$ cat src/rtl/imem_types.sv
// Shared types and constants for the instruction-memory responder.
package imem_types;

  localparam int          DEFAULT_DEPTH = 64;
  localparam logic [31:0] NOP           = 32'h0000_0013;

  typedef enum logic [1:0] {
    IDLE = 2'd0,
    WAIT = 2'd1,
    RESP = 2'd2
  } state_e;

endpackage

$ cat src/rtl/imem_array.sv
// Instruction word storage: one synchronous write port, one combinational read port.
module imem_array #(
  parameter int DEPTH = imem_types::DEFAULT_DEPTH,
  parameter int AW    = $clog2(DEPTH)
) (
  input  logic          clk,
  input  logic          we,
  input  logic [AW-1:0] waddr,
  input  logic [31:0]   wdata,
  input  logic [AW-1:0] raddr,
  output logic [31:0]   rdata
);

  logic [31:0] r_mem [DEPTH];

  // NOTE: storage has no reset; preloaded contents must survive reset_n.
  always_ff @(posedge clk) begin
    if (we) r_mem[waddr] <= wdata;
  end

  assign rdata = r_mem[raddr];

endmodule

$ cat src/rtl/imem_responder.sv
// Fixed-latency instruction fetch responder with preload port and response counter.
module imem_responder
  import imem_types::*;
#(
  parameter int LATENCY = 2,
  parameter int DEPTH   = DEFAULT_DEPTH
) (
  input  logic                     clk,
  input  logic                     reset_n,
  input  logic                     instr_read,
  input  logic [31:0]              instr_mem_address,
  output logic                     instr_mem_resp,
  output logic [31:0]              in,
  input  logic                     load_en,
  input  logic [$clog2(DEPTH)-1:0] load_addr,
  input  logic [31:0]              load_data,
  output logic                     busy,
  output logic [15:0]              resp_count
);

  localparam int         AW       = $clog2(DEPTH);
  localparam logic [3:0] CNT_LOAD = (LATENCY >= 2) ? 4'(LATENCY - 2) : 4'd0;

  state_e      r_state, w_next;
  logic [3:0]  r_cnt, w_cnt_next;
  logic [31:0] r_addr, w_addr_next;
  logic [31:0] r_in;
  logic [15:0] r_count;
  logic        w_capture;

  logic [31:0] w_rd_addr;
  logic [31:0] w_rdata;
  logic [31:0] w_word;
  logic        w_in_range;

  // NOTE: every always_comb output gets a default first so no path infers a latch.
  always_comb begin
    w_next      = r_state;
    w_cnt_next  = r_cnt;
    w_addr_next = r_addr;
    w_capture   = 1'b0;
    unique case (r_state)
      IDLE: begin
        if (instr_read) begin
          w_addr_next = instr_mem_address;
          if (LATENCY == 1) begin
            w_next    = RESP;
            w_capture = 1'b1;
          end else begin
            w_next     = WAIT;
            w_cnt_next = CNT_LOAD;
          end
        end
      end
      WAIT: begin
        if (!instr_read) begin
          w_next = IDLE;
        end else if (instr_mem_address != r_addr) begin
          // Requester retargeted mid-flight: restart the latency window.
          w_addr_next = instr_mem_address;
          w_cnt_next  = CNT_LOAD;
        end else if (r_cnt == 4'd0) begin
          w_next    = RESP;
          w_capture = 1'b1;
        end else begin
          w_cnt_next = r_cnt - 4'd1;
        end
      end
      RESP:    w_next = IDLE;
      default: w_next = IDLE;
    endcase
  end

  // From IDLE the address is latched on the capture edge itself, so read the live input.
  assign w_rd_addr  = (r_state == IDLE) ? instr_mem_address : r_addr;
  assign w_in_range = (w_rd_addr >> 2) < 32'(DEPTH);
  assign w_word     = w_in_range ? w_rdata : NOP;

  imem_array #(
    .DEPTH (DEPTH),
    .AW    (AW)
  ) u_array (
    .clk   (clk),
    .we    (load_en),
    .waddr (load_addr),
    .wdata (load_data),
    .raddr (w_rd_addr[AW+1:2]),
    .rdata (w_rdata)
  );

  // NOTE: sequential state uses non-blocking assignments so all registers update together.
  always_ff @(posedge clk or negedge reset_n) begin
    if (!reset_n) begin
      r_state <= IDLE;
      r_cnt   <= 4'd0;
      r_addr  <= 32'd0;
      r_in    <= 32'd0;
      r_count <= 16'd0;
    end else begin
      r_state <= w_next;
      r_cnt   <= w_cnt_next;
      r_addr  <= w_addr_next;
      if (w_capture)         r_in    <= w_word;
      if (r_state == RESP)   r_count <= r_count + 16'd1;
    end
  end

  assign instr_mem_resp = (r_state == RESP);
  assign busy           = (r_state != IDLE);
  assign in             = r_in;
  assign resp_count     = r_count;

endmodule

$ cat config.mk
export PLATFORM = sky130hd
export DESIGN_NAME = imem_responder
export DESIGN_NICKNAME = d
export VERILOG_FILES = /design/src/rtl/imem_types.sv /design/src/rtl/imem_array.sv /design/src/rtl/imem_responder.sv
export SDC_FILE = /design/constraint.sdc
export NUM_CORES = 2
export LEC_CHECK = 0
export ABC_AREA = 0
export BUFFER_PORTS_ARGS = -buffer_cell sky130_fd_sc_hd__buf_2
export CAP_MARGIN = 20
export CORE_ASPECT_RATIO = 1.4
export CORE_MARGIN = 3
export CORE_UTILIZATION = 30
export DETAILED_ROUTE_END_ITERATION = 8
export HOLD_SLACK_MARGIN = 0.02
export PLACE_DENSITY = 0.54
export SLEW_MARGIN = 20
export SYNTH_ARGS = -nofsm -noshare
export SYNTH_HDL_FRONTEND = slang
export SYNTH_SLANG_ARGS = --single-unit
export TNS_END_PERCENT = 10
$ cat constraint.sdc
create_clock -name clk -period 2.5 [get_ports clk]
set_input_delay 0.75 -clock clk [delete_from_list [all_inputs] [get_ports clk]]
set_output_delay 0.75 -clock clk [all_outputs]
set_load 0.05 [all_outputs]
=== Word level (Yosys, flattened, before mapping) ===
Memories as Yosys holds them, arrays and structs flattened.
Cells that the tools add are included.

* Add/subtract/negate cells: 2
* Magnitude comparators: 1
* Eq/ne operators: 9
* Mux-type cells: 22
* Reduce and logical (&&, ||, !) cells: 7

{| class="wikitable"
|+ Operators by type and width
! cell !! count
|-
| $mux W32 || 5
|-
| $pmux W32 S2 || 1
|-
| $ne A32 B32 Y1 || 1
|-
| $lt A30 B7 Y1 const B || 1
|-
| $add A16 B1 Y16 const B || 1
|-
| $mux W4 || 4
|-
| $ne A3 B3 Y1 const B || 3
|-
| $mux W2 || 4
|-
| $pmux W4 S2 || 1
|-
| $reduce_and A4 Y1 || 2
|-
| $mux W1 || 6
|-
| $ne A2 B2 Y1 const B || 3
|-
| $logic_not A4 Y1 || 1
|-
| $pmux W2 S2 || 1
|-
| $reduce_bool A2 Y1 || 2
|-
| $sub A4 B1 Y4 const B || 1
|-
| $reduce_and A3 Y1 || 1
|-
| $eq A2 B1 Y1 const B || 1
|-
| $eq A2 B2 Y1 const B || 1
|-
| $logic_not A2 Y1 || 1
|}

* Flip-flop bits (word level): 86
* Bits in writable memories: 2,048
* Input bits: 74
* Output and inout bits: 50
* Logic and storage cells: 47
* Memories: 1

{| class="wikitable"
|+ Memory list
! name !! words !! width !! read ports !! clocked after Yosys merged registers in !! write ports !! line !! RTL
|-
| u_array.r_mem || 64 || 32 || 1 || 0 || 1 || imem_array.sv:14 || <nowiki>logic [31:0] r_mem [DEPTH];</nowiki>
|}

=== Logic depth before layout (Yosys ltp) ===
* Word-level depth: 5
* Mapped depth: 14
* Gate-level depth less buffers: 9

=== Hierarchy ===
A second synthesis with hierarchy kept.

* Cell total of the unflattened synthesis: 3,692
* Area total of the unflattened synthesis: 82,266.4 um^2

{| class="wikitable"
|+ By module, submodules not included
! module !! times used !! cells an instance !! area each (um^2) !! seq. area each (um^2)
|-
| imem_array || 1 || 3,292 || 77,874.7 || 61,499.0
|-
| imem_responder || 1 || 400 || 4,391.7 || 2,152.1
|}

=== Worst setup path before layout ===
Ideal clock, no wire load.

* Path type: input to register
* Start point: in load_addr[5]
* End point: mem u_array.r_mem[48][0], enable pin
* Data arrival time: 3,627 ps
* Setup slack: -1,588 ps
* Stages: 4
* Cells stage by stage: clkbuf_1 nand3_1 or3_1 nor3_1

{| class="wikitable"
|+ RTL lines
! element !! line !! RTL
|-
| start, declared || imem_responder.sv:15 || <nowiki>input logic [$clog2(DEPTH)-1:0] load_addr,</nowiki>
|-
| end, declared || imem_array.sv:14 ||
|}

Straight into the memory's write port.

=== Final worst setup path ===
* Start point: reg r_state[0]
* End point: reg r_in[17], in the netlist in[17]

* Longest elaborated chain between the ends: 4

{| class="wikitable"
|+ Ends and longest elaborated chain
! element !! line !! RTL
|-
| start, declared || imem_responder.sv:24 || <nowiki>state_e r_state, w_next;</nowiki>
|-
| start signal, assigned || imem_responder.sv:100 || <nowiki>r_state <= w_next;</nowiki>
|-
| $logic_not A2 Y1 || imem_responder.sv:75 || <nowiki>assign w_rd_addr = (r_state == IDLE) ? instr_mem_address : r_addr;</nowiki>
|-
| $mux W32 || imem_responder.sv:75 ||
|-
| $lt A30 B7 Y1 or $mem_v2 Z64 W32 (tied branches) || n/a ||
|-
| $mux W32 || imem_responder.sv:77 || <nowiki>assign w_word = w_in_range ? w_rdata : NOP;</nowiki>
|-
| end signal, assigned || imem_responder.sv:103 || <nowiki>if (w_capture) r_in <= w_word;</nowiki>
|-
| end, declared || imem_responder.sv:27 || <nowiki>logic [31:0] r_in;</nowiki>
|}

Several ways; a longest one is shown, not always the timed one.
A chain may end at the register's enable or synchronous reset.

==> results.toml <==
[status]
outcome = "complete, but fails checks"
violations = "setup timing"

[setup_path]
slowest_delay_ps = 500
reg2reg_from = "r_state[0]"
cp_max_fo = 6
r2r-end = "in[17]"
arrival_ps = 3810
end_kind = "flip-flop"
critical_path_required_ps = 3250
reg2reg_depth = 11
worstSetupStartpointType = "flip-flop"
path_cells = "or3b_4 -> nand2_8 -> buf_12 -> buf_12 -> mux4_2 -> o2111ai_2 -> nand3_2 -> buf_6 -> nand4_1 -> buf_4 -> nand3_2"
slowest_stage = "mux4_2"
worstSetupPathType = "flip-flop to flip-flop"
reg2reg_slack_ps = -550

[worst_hold_path]
worstHoldEndpoint = "r_addr[29]"
hp-class = "input port to flip-flop"
min_path_cells = 3
hold_start = "instr_mem_address[29]"

[sta]
fin_ws_ps = -554
setup_violations = 34
final_max_slew_viol_count = 0
min_period_over_period_pct = 122
tightestPinTransition_ps = 1040
hold_violations = 0
rsz0062_at_grt = "true"
fmax_ghz = 0.327
slew_headroom_pct = 30.4
tns_ps = -14610
finClkSkew_ps = 103
min_period_ps = 3050

[synthesis]
synthTopCellsByArea = "edfxtp_1, nand2_1, mux4_2"
synth_compound_gate_area_share_pct = 4.89
synth_xor_area_share_pct = 0.512
yosys.area_share.simple_pct = 9.55
seq_area_frac_synth_pct = 75.9
synth_cells = 5288
synth_enable_flop_cells = 2048
synthArstFlopShare_pct = 4.03
ys_ff_latch = 2134
synth_mux_area_share_pct = 6.95
yosys-top-cells-count = "edfxtp_1, nand2_1, nand3_1, mux2i_1, mux4_2"
synthesis.area_mm2 = 0.0839
yosysMostFrequentCell = "edfxtp_1"
synthAdderAreaFrac_pct = 0.0447
yosys.area.top_type_share_pct = 73.3
yosysWarningCount = 0
synthFlopType = "edfxtp_1"
synth_top_family_by_area = "simple AND/OR/NAND/NOR gates"
syn_area_per_cell_um2 = 15.9
synth_area_leader_cell = "edfxtp_1"
synth.distinct_cells = 76
syn_nets = 5365

[layout]
nFillCells = 25717
layout.cells.non_filler = 9987
multiInputGateArea_mm2 = 0.0199
design_area_mm2 = 0.105
layout-drive-gt1-share_pct = 26.3
nNetsFinal = 6208
syn_to_final_growth_pct = 25.5
seqCellArea_mm2 = 0.0637

[cts]
insertion_delay_ps = 880
cts_tree = "yes"
cts_max_level = 4
cts_inserted_buffers = 208
clock_path_buffers = 4
cts_root_buffer = "clkbuf_16"
cts_sinks = 2134
clk_pin_slew_ps = 70

[floorplanning]
dieWidth_um = 453
row_count = 229
dieArea_mm2 = 0.286
initial_utilization_pct = 30.2
core-area_mm2 = 0.278
die_h_um = 632
io_pins = 124

[global_route]
grt_first_pass_wirelength_um = 393000
grt_pass1_vias = 52119
gr-total-overflow = 0
grt.met1_usage_pct = 23.7
gr-usage-met3_pct = 2.94
grt_use_total_pct = 19.0
grt_max_degree = 65
antenna_found_initial = 15
busiest_layer = "met2"
grtUsageMet2_pct = 32.7

[routing]
via_count = 52276
finalWirelength_um = 279000
drc = 0
wire_per_inst_um = 27.9
avgViaCountPerCell = 5.23
drt_iter0_drc = 5852
ant_nets = 0
first_pass_iters = 5

[place]
numPortBuffers = 123
placed_cells = 9531
dp_hpwl_um = 176000
placed_area_mm2 = 0.0965
gp_congestion = 0.860

[run]
maxCapViolations = 0

[pwr]
total_leakage_power_nw = 35.7
max-vdd-ir-drop_mv = 0.606
power_density_mw_per_mm2 = 753
==> routing by layer <==
| metal | routed length, µm | part of all wire [%] |
|---|---|---|
| met3 | 18400 | 6.6 |
| met1 | 108000 | 39 |
| met2 | 139000 | 50 |
| met4 | 13900 | 5.0 |
| met5 | 90 | 0.032 |
==> cells in the final DEF, fill, tap and decap left out, types with 33 or more instances in the layout <==
master     count
clkbuf_1      42
nor2_4        67
a31oi_1       60
buf_4        527
a21oi_1       62
and3_1        54
mux4_2       153
buf_2        109
buf_6         39
buf_12       233
edfxtp_1    2048
mux2i_1      174
clkbuf_16    211
mux2_2        37
nor2_1        33
dfrtp_1       81
nand2_1     1082
xor2_1        36
nand3_1      409
nand4_1       68
clkinv_1      46
a32oi_1      121
a211oi_1      38
==> power breakdown <==
| part | leakage, nW | internal (mW) | total [mW] | switching [mW] |
|---|---|---|---|---|
| Combinational | 13.0 | 3.73 | 9.20 | 5.47 |
| Clock | 3.13 | 17.1 | 30.5 | 13.5 |
| Sequential | 19.5 | 39.5 | 39.6 | 0.104 |
==> critical path: cells and delay by family (launching register included) <==
| family | cells | cell delay [ps] |
|---|---|---|
| simple gates | 5 | 1050 |
| mux | 1 | 500 |
| compound gates | 1 | 240 |
| buf+inv | 4 | 650 |
| flops | 1 | 460 |
==> worst max-delay path by stage <==
stage                    startpoint     end  slack, ps  depth (start not counted)
4_1_cts                  r_state[1]  in[17]       -550                         11
5_1_grt                  r_state[0]  in[13]       -580                         10
3_5_place_dp   instr_mem_address[2]  in[29]      -1480                         13
2_1_floorplan  instr_mem_address[4]   in[4]       -400                         10
3_3_place_gp   instr_mem_address[2]  in[29]      -1440                         13
6_report                 r_state[0]  in[17]       -550                         11
==> cells by family after synthesis <==
group,Yosys count
buffers and inverters,328
adder cells (fa/ha/maj),3
AND/OR/NAND/NOR,1831
multiplexers,383
flip-flops,2134
XOR/XNOR,49
AO/OA/AOI/OAI,560
==> per-stage QoR <==
step           hold WS (ps)  setup WS (ps)  total power [mW]  utilization, %
6_report                126           -554              79.3            37.9
3_3_place_gp            462          -1440              48.5            34.7
5_1_grt                 109           -583              81.6            37.9
4_1_cts                55.0           -549              79.6            37.6
2_1_floorplan           454           -401              44.1               -
3_5_place_dp            472          -1480              48.6            34.7
==> what timing repair did <==
item | 4_1_cts | 5_1_grt
gates resized for setup | 196 | 99
pin swaps | 56 | 52
setup endpoints to repair | 45 | 34
gates cloned | 16 | 2
buffers inserted | 55 | 15
endpoints found under the hold margin | 30 | 0
hold buffers | 1 | 0
==> cell type report <==
type                    instances  area share [%]
diodes                          8          0.0190
clock buffers                 256            5.18
multi-input cells            2826            18.9
well taps                    3696            4.39
inverters                       5          0.0202
clock inverters               106           0.876
repair buffers                956            10.2
flip-flops and latches       2134            60.4
==> sequential cells by signal, indices dropped and copies added, names as in the netlist <==
signal / count
in: 32
r_addr: 32
r_cnt: 4
r_state: 2
resp_count: 16
u_array.r_mem: 2048
Note: power is estimated with default switching activity, not from simulation.
